## config.mk

```make
export PLATFORM = sky130hd
export DESIGN_NAME = lii_kernel_wrapper
export DESIGN_NICKNAME = d
export VERILOG_FILES = /design/src/rtl/lii_kernel_wrapper.sv
export SDC_FILE = /design/constraint.sdc
export NUM_CORES = 1
export LEC_CHECK = 0
export BUFFER_PORTS_ARGS = -buffer_cell sky130_fd_sc_hd__buf_4
export CAP_MARGIN = 20
export CORE_MARGIN = 5
export CORE_UTILIZATION = 46
export DETAILED_ROUTE_END_ITERATION = 8
export PLACE_DENSITY = 0.8
export SLEW_MARGIN = 20
export SYNTH_ARGS = -nofsm -noshare
export SYNTH_HDL_FRONTEND = slang
export SYNTH_SLANG_ARGS = --single-unit
```

## constraint.sdc

```tcl
create_clock -name aclk -period 2.5 [get_ports aclk]
set_clock_uncertainty 0.1 [all_clocks]
set_input_delay 0 -clock aclk [delete_from_list [all_inputs] [get_ports aclk]]
set_output_delay 0 -clock aclk [all_outputs]
set_load 0.01 [all_outputs]
```

## src/rtl/lii_kernel_wrapper.sv

```systemverilog
// LII <-> HLS kernel adapter: splits LII beats into per-lane input FIFOs and packs
// per-lane kernel results into one registered LII beat, with a back-pressure clock enable.
module lii_kernel_wrapper #(
    parameter int          NIN    = 3,
    parameter int          NOUT   = 1,
    parameter int          W      = 8,
    parameter int          PW     = 64,
    parameter int          DEPTH  = 4,
    parameter logic [7:0]  MY_ID  = 8'h00,
    parameter logic [7:0]  DST_ID = 8'h00
) (
    input  logic                aclk,
    input  logic                arstn,
    input  logic [PW-1:0]       lii_in_tdata,
    input  logic                lii_in_tvalid,
    output logic                lii_in_tready,
    input  logic [7:0]          lii_in_src,
    input  logic [7:0]          lii_in_dst,
    output logic [PW-1:0]       lii_out_tdata,
    output logic                lii_out_tvalid,
    input  logic                lii_out_tready,
    output logic [7:0]          lii_out_src,
    output logic [7:0]          lii_out_dst,
    output logic [NIN*W-1:0]    k_in_tdata,
    output logic [NIN-1:0]      k_in_tvalid,
    input  logic [NIN-1:0]      k_in_tready,
    input  logic [NOUT*W-1:0]   k_out_tdata,
    input  logic [NOUT-1:0]     k_out_tvalid,
    output logic [NOUT-1:0]     k_out_tready,
    output logic                ce,
    output logic [15:0]         drop_cnt
);

    localparam int AW = $clog2(DEPTH);
    localparam int CW = AW + 1;

    logic [NIN-1:0]    w_full;
    logic [NIN-1:0]    w_pop;
    logic              w_accept;
    logic              w_push;
    logic              w_drop;
    logic [15:0]       r_drop_cnt;
    logic              w_unused;

    // Source ID and any beat bits above the used lanes carry no meaning here.
    assign w_unused = ^{lii_in_src, lii_in_tdata};

    assign lii_in_tready = ~|w_full;
    assign w_accept      = lii_in_tvalid & lii_in_tready;
    assign w_push        = w_accept & (lii_in_dst == MY_ID);
    assign w_drop        = w_accept & (lii_in_dst != MY_ID);

    genvar gi;
    generate
        for (gi = 0; gi < NIN; gi++) begin : g_in_lane
            logic [W-1:0]  r_mem [DEPTH];
            logic [AW-1:0] r_wr_ptr;
            logic [AW-1:0] r_rd_ptr;
            logic [CW-1:0] r_cnt;
            logic          w_empty;

            assign w_empty                = (r_cnt == '0);
            assign w_full[gi]             = (r_cnt == CW'(DEPTH));
            assign w_pop[gi]              = !w_empty & k_in_tready[gi];
            assign k_in_tvalid[gi]        = !w_empty;
            assign k_in_tdata[gi*W +: W]  = r_mem[r_rd_ptr];

            always_ff @(posedge aclk) begin
                if (w_push) begin
                    r_mem[r_wr_ptr] <= lii_in_tdata[gi*W +: W];
                end
            end

            // Full is judged on the registered count, so a same-cycle pop never makes room.
            always_ff @(posedge aclk or negedge arstn) begin
                if (!arstn) begin
                    r_wr_ptr <= '0;
                    r_rd_ptr <= '0;
                    r_cnt    <= '0;
                end else begin
                    if (w_push) begin
                        r_wr_ptr <= r_wr_ptr + AW'(1);
                    end
                    if (w_pop[gi]) begin
                        r_rd_ptr <= r_rd_ptr + AW'(1);
                    end
                    case ({w_push, w_pop[gi]})
                        2'b10:   r_cnt <= r_cnt + CW'(1);
                        2'b01:   r_cnt <= r_cnt - CW'(1);
                        default: r_cnt <= r_cnt;
                    endcase
                end
            end
        end
    endgenerate

    always_ff @(posedge aclk or negedge arstn) begin
        if (!arstn) begin
            r_drop_cnt <= '0;
        end else if (w_drop && (r_drop_cnt != 16'hFFFF)) begin
            r_drop_cnt <= r_drop_cnt + 16'd1;
        end
    end

    assign drop_cnt = r_drop_cnt;

    logic [NOUT-1:0]   r_held;
    logic [NOUT-1:0]   w_capture;
    logic [NOUT*W-1:0] w_hold_flat;
    logic              w_all_held;
    logic              w_out_free;
    logic              w_pack;
    logic [PW-1:0]     r_out_tdata;
    logic              r_out_tvalid;

    assign w_all_held = &r_held;
    assign w_out_free = !r_out_tvalid | lii_out_tready;
    assign w_pack     = w_all_held & w_out_free;

    generate
        for (gi = 0; gi < NOUT; gi++) begin : g_out_lane
            logic [W-1:0] r_hold;

            // A lane may refill in the very cycle its word is packed away.
            assign k_out_tready[gi]        = !r_held[gi] | w_pack;
            assign w_capture[gi]           = k_out_tvalid[gi] & k_out_tready[gi];
            assign w_hold_flat[gi*W +: W]  = r_hold;

            always_ff @(posedge aclk or negedge arstn) begin
                if (!arstn) begin
                    r_hold      <= '0;
                    r_held[gi]  <= 1'b0;
                end else if (w_capture[gi]) begin
                    r_hold      <= k_out_tdata[gi*W +: W];
                    r_held[gi]  <= 1'b1;
                end else if (w_pack) begin
                    r_held[gi]  <= 1'b0;
                end
            end
        end
    endgenerate

    always_ff @(posedge aclk or negedge arstn) begin
        if (!arstn) begin
            r_out_tdata  <= '0;
            r_out_tvalid <= 1'b0;
        end else if (w_pack) begin
            r_out_tdata  <= PW'(w_hold_flat);
            r_out_tvalid <= 1'b1;
        end else if (lii_out_tready) begin
            r_out_tvalid <= 1'b0;
        end
    end

    assign lii_out_tdata  = r_out_tdata;
    assign lii_out_tvalid = r_out_tvalid;
    assign lii_out_src    = MY_ID;
    assign lii_out_dst    = DST_ID;

    // Stall the kernel only when every lane holds a word and the output beat cannot leave.
    assign ce = !(w_all_held & r_out_tvalid & !lii_out_tready);

endmodule

```

* Word-level counts from Yosys, hierarchy flattened
Memory sizes are Yosys's and may differ from the RTL's.
Cells that the tools add are included.
** Operators by class
- $add $sub $neg :: 13
- Eq/ne operators :: 10
- Mux-type cells :: 9
- Bitwise operators :: 12
- Reductions and logical operators :: 20
** Operator list (count)
- $pmux W3 S2 :: 3
- $add A16 B1 Y16 const B :: 1
- $ne A16 B16 Y1 const B :: 1
- $add A2 B1 Y2 const B :: 6
- $and A1 B1 Y1 :: 10
- $reduce_bool A2 Y1 :: 5
- $add A3 B1 Y3 const B :: 3
- $eq A3 B3 Y1 const B :: 3
- $logic_not A3 Y1 :: 3
- $sub A3 B1 Y3 const B :: 3
- $logic_not A1 Y1 :: 8
- $logic_not A8 Y1 :: 1
- $reduce_bool A8 Y1 :: 1
- $eq A2 B1 Y1 const B :: 3
- $eq A2 B2 Y1 const B :: 3
- $mux W1 :: 6
- $reduce_or A3 Y1 :: 1
- $or A1 B1 Y1 :: 2
- $logic_and A1 B1 Y1 :: 1
** Word-level totals
- Flip-flop bits (word level) :: 55
- RAM bits :: 96
- Input bits :: 96
- Output and inout port bits :: 127
- Word-level logic and storage cells :: 81
- Memories kept :: 3
** Memory list
- g_in_lane[0].r_mem :: words 4, width 8, read ports 1, clocked after Yosys merged registers in 0, wr ports 1, RTL line 56 : logic [W-1:0] r_mem [DEPTH];
- g_in_lane[1].r_mem :: words 4, width 8, read ports 1, clocked after Yosys merged registers in 0, wr ports 1, RTL line 56
- g_in_lane[2].r_mem :: words 4, width 8, read ports 1, clocked after Yosys merged registers in 0, wr ports 1, RTL line 56

* Depth between registers and ports, before layout
- Depth in word-level cells :: 7
- Gate-level depth with buffers :: 13
- Mapped depth without buffers :: 11

* Worst setup path before layout
OpenSTA, ideal clock, no wires.
- Kind :: flip-flop to flip-flop
- Start point :: register g_in_lane[1].r_cnt[0]
- End point :: register g_in_lane[1].r_cnt[2]
- Setup time :: 79 ps
- Arrival time :: 2315 ps
- Required time :: 2321 ps
- Path slack :: 6 ps
- Stages on the path, launching flop included :: 14
- Path buffers :: 2
- Clock period less this slack :: 2494 ps
- Cells stage by stage :: dfrtp_1 > inv_1 > a32o_2 > a31oi_1 > and3_1 > buf_6 > buf_8 > inv_1 > ha_1 > inv_1 > fa_1 > xor2_1 > nor2_1 > xor2_1
** Between the ends
- Longest elaborated chain between the ends :: 7
- Elaborated cells between the ends (all ways) :: 14
- Classes of those cells :: 2 x add/sub; 3 x eq/ne; 1 x mux; 3 x bitwise; 5 x reduce/logical
** RTL lines
- start, declared :: RTL line 59 : logic [CW-1:0] r_cnt;
- start signal, assigned :: RTL line 88 : 2'b10: r_cnt <= r_cnt + CW'(1);
- start signal, assigned :: RTL line 89 : 2'b01: r_cnt <= r_cnt - CW'(1);
- start signal, assigned :: RTL line 90 : default: r_cnt <= r_cnt;
- $eq A3 B3 Y1 * :: RTL line 63 : assign w_full[gi] = (r_cnt == CW'(DEPTH));
- $reduce_or A3 Y1 * :: RTL line 48 : assign lii_in_tready = ~|w_full;
- $logic_not A1 Y1 * :: RTL line 48
- named net lii_in_tready :: RTL line 16 : output logic lii_in_tready,
- $and A1 B1 Y1 * :: RTL line 49 : assign w_accept = lii_in_tvalid & lii_in_tready;
- $and A1 B1 Y1 * :: RTL line 50 : assign w_push = w_accept & (lii_in_dst == MY_ID);
- $eq A2 B1 Y1 or $eq A2 B2 Y1 (tied branches) :: RTL line 87 : case ({w_push, w_pop[gi]})
- $pmux W3 S2 or $reduce_bool A2 Y1 (tied branches)
The timed path passes the listed nets; every way through them passes the cells marked *.
A chain may end at the register's enable or synchronous reset.

* Worst setup path in the final report
- Start point :: register g_in_lane[1].r_cnt[0]
- End point :: memory g_in_lane[2].r_mem[0][6] (enable)
** Between the ends
- Longest elaborated chain between the ends :: 7
** RTL lines
- $eq A3 B3 Y1 :: RTL line 63
- $reduce_or A3 Y1 :: RTL line 48
- $logic_not A1 Y1 :: RTL line 48
- $and A1 B1 Y1 :: RTL line 49
- $and A1 B1 Y1 :: RTL line 50
- $mux W1 :: RTL line 69 : if (w_push) begin
- $mux W1 (not written as such) :: RTL line 70 : r_mem[r_wr_ptr] <= lii_in_tdata[gi*W +: W];
- end, declared :: RTL line 56
No other way between the ends.

==> results by group <==
Setup path
  • Crit-path max cell delay: 450 ps
  • Critical Path RT: 2460 ps
  • Worst Path Arrival: 2340 ps
  • Slowest CP cell: and2_1
  • Crit. End Element: flop
  • WP buf/inv: 2
  • Worst path top cell family by delay: simple AND/OR/NAND/NOR gates
  • CP Cell Sequence: inv_1 > a32o_2 > a31oi_1 > and3_1 > buf_4 > and2_1
  • Crit path max fanout: 18
  • Setup CP Type: flop to flop
  • Startpoint types: flop

Floorplanning
  • DIE WIDTH: 131.1 µm
  • Die ar.: 17190 µm²
  • Die Y: 131.1 µm
  • Starting Density: 0.4661
  • # IOs: 223
  • Row cnt: 44
  • Core area: 14480 µm²

Finish
  • Layout Cells excl Fill: 772
  • Most common cell after layout, fill and taps aside: buf_4
  • Layout Nets: 690
  • Antenna diode count: 0
  • Fill cell count: 1067
  • P&R area growth vs syn: 24.51%
  • Share of cells above drive strength 1: 0.3214
  • Most frequent cells in the layout: buf_4 (105), edfxtp_1 (96), conb_1 (72), dfrtp_1 (55), dlygate4sd3_1 (39)

Timing
  • Setup violators final: 0
  • Slew margin rel.: 0.5168
  • Final worst path period need: 2377 ps
  • Worst hold margin: 70.39 ps
  • Final period utilization: 0.9508
  • FMAX: 420.7 MHz
  • Final Hold Fails: 0
  • Final WS setup: 123.1 ps
  • Final Max Slew Viols: 0
  • Worst-Margin Slew: 718.7 ps
  • Unrepaired setup endpoints after global routing: no

CTS
  • Clk pin slew, worst setup/hold paths: 60 ps
  • CTS Buffer Depth: 2
  • Num CTS Buffers: 17
  • Clk Latency, worst-skew pair: 410 ps
  • H-tree depth: 4
  • Clock root buffer: clkbuf_16
  • CTS tree: yes
  • Clock Sinks: 151

Route
  • WL final: approximately 12 mm
  • Routed WL per cell: 15.94 µm
  • DRT met1 WL: 4.799 mm
  • Met2 WL: 6.637 mm
  • Antenna violation net count after detailed routing: 0
  • DR vias/cell: ~4.7
  • Pre-Repair DR Iteration Count: 4
  • Detailed-route DRC error count: 0
  • Top sig layer: met4
  • Vias after detailed routing: 3612
  • Initial DRC Count: 210
  • DR WL met3: roughly 680 µm

Synthesis
  • Ys flop type: edfxtp_1
  • Synth warnings: 0
  • Synth Area per Inst: 15.99 µm²
  • Largest cells by area after synthesis: edfxtp_1 (43%), dfrtp_1 (20%), buf_4 (8.1%), mux4_2 (8.0%), mux2_2 (3.3%)
  • Number of synthesized flops with an enable pin: 96
  • Post-synthesis cell area: 6749 µm²
  • Top cell type by total area after synthesis: edfxtp_1
  • Register area share after synthesis: 0.6311
  • Syn Inst Count: 422
  • Post-synth top area share: 0.4271
  • Library cells used by synthesis: between 40 and 50
  • FF+latch count, synth: 151
  • Async set or reset register ratio after synthesis: 0.3642

Global routing
  • Largest net degree at the start of global routing: 56
  • First-pass GRT wire length: 20.03 mm
  • Vias in the first global route: 3981
  • Grt total ovfl: 0
  • Initial antenna violation count: 0
  • Gr usage total: 0.1455

Place
  • Place WS: -26.68 ps
  • PortBufs: 102
  • Final HPWL DP: 8.563 mm
  • Routability cong.: 0.7377
  • Cells after DPL: 700

Outcome
  • Run status: finished clean

Power and ir drop
  • Pwr dens: 931.4 nW/µm²
  • Pleak: 0.003424 µW
  • VDD IR max: approximately 0.40 mV

Hold path
  • Hold crit path type: primary input to flop

Job
  • Max cap viols: 0
stage by stage:
step	power, µW	utilization	TNS (ps)	area [µm²]
after global placement	5263	0.5129	0	7426
after detailed placement	5374	0.5129	-27.17	7426
final	7826	0.5804	0	8403
after floorplan	4605	-	0	7015
after global routing	8246	0.5804	0	8403
after CTS	7917	0.5802	0	8401
worst paths after layout:
kind / start / endpoint / slack, ps / depth (start not counted)
setup / recovery: g_in_lane[1].r_cnt[0]$_DFFE_PN0P_ / g_in_lane[2].r_mem[0][6]$_DFFE_PP_ / 120 / 6
max in group asynchronous: arstn / g_in_lane[2].r_wr_ptr[0]$_DFFE_PN0P_ / 1760 / 2
setup reg to reg: g_in_lane[1].r_cnt[0]$_DFFE_PN0P_ / g_in_lane[2].r_mem[0][6]$_DFFE_PP_ / 120 / 6
min in group asynchronous: arstn / drop_cnt[7]$_DFFE_PN0P_ / 80 / 2
hold reg to reg: g_in_lane[1].r_cnt[2]$_DFFE_PN0P_ / g_in_lane[1].r_cnt[2]$_DFFE_PN0P_ / 400 / 1
hold / removal: lii_in_tvalid / drop_cnt[11]$_DFFE_PN0P_ / 70 / 5
worst register-to-register path: stages, from the launching register on:
cell	delay (ps)
dfrtp_1	390
inv_1	90
a32o_2	250
a31oi_1	250
and3_1	260
buf_4	230
and2_1	460
power breakdown:
part           switching, µW  total (µW)  internal, µW
combinational            868        2040          1170
clock                    999        2470          1470
sequential               412        3320          2910
total                   2280        7830          5550
sequential cells by signal, indices dropped and copies added, names as in the netlist:
signal and count:
g_in_lane.r_mem 96, g_in_lane.r_cnt 9, r_held 1, lii_out_tvalid 1
g_in_lane.r_rd_ptr 6, drop_cnt 16, g_out_lane.r_hold 8, g_in_lane.r_wr_ptr 6
lii_out_tdata 8
cells in the mapped netlist (all sizes together), types with 3 or more instances:
master,instances
edfxtp,96
buf,81
dfrtp,55
mux4,24
xnor2,22
mux2,21
inv,18
ha,16
and2,15
nand2,13
xor2,9
nor2,8
nand3,7
nand4,6
and3,3
fa,3
nand2b,3
cell families after synthesis:
logic type	share of synthesized area
simple gates	0.06118
mux	0.1187
buf+inv	0.09900
fa+ha+maj	0.03856
other cells	0.0005556
compound gates	0.01075
flops	0.6311
xor+xnor	0.04023
layout make-up:
cell class / instances / area (µm²) / area share
well taps: 184 / 230.2 / 0.02740
clock inverters: 15 / 151.4 / 0.01802
multi-input cells: 243 / 2091 / 0.2488
repair buffers: 144 / 1179 / 0.1403
clock buffers: 17 / 425.4 / 0.05063
inverters: 18 / 67.56 / 0.008040
flip-flops and latches: 151 / 4259 / 0.5068
what timing repair did:
item,CTS,global route
gates resized for setup,0,2
setup endpoints to repair,4,2
hold endpoints to repair,167,0
pin swaps,1,0
hold buffers,39,0
setup buffers,1,0
metal layers:
layer | up-vias | track usage
met2 | 104 | 0.2619
li1 | 1688 | -
met1 | 1807 | 0.1615
met4 | 0 | 0.05139
met3 | 13 | 0.04625
met5 | - | 0
Note: power is estimated with default switching activity, not from simulation.
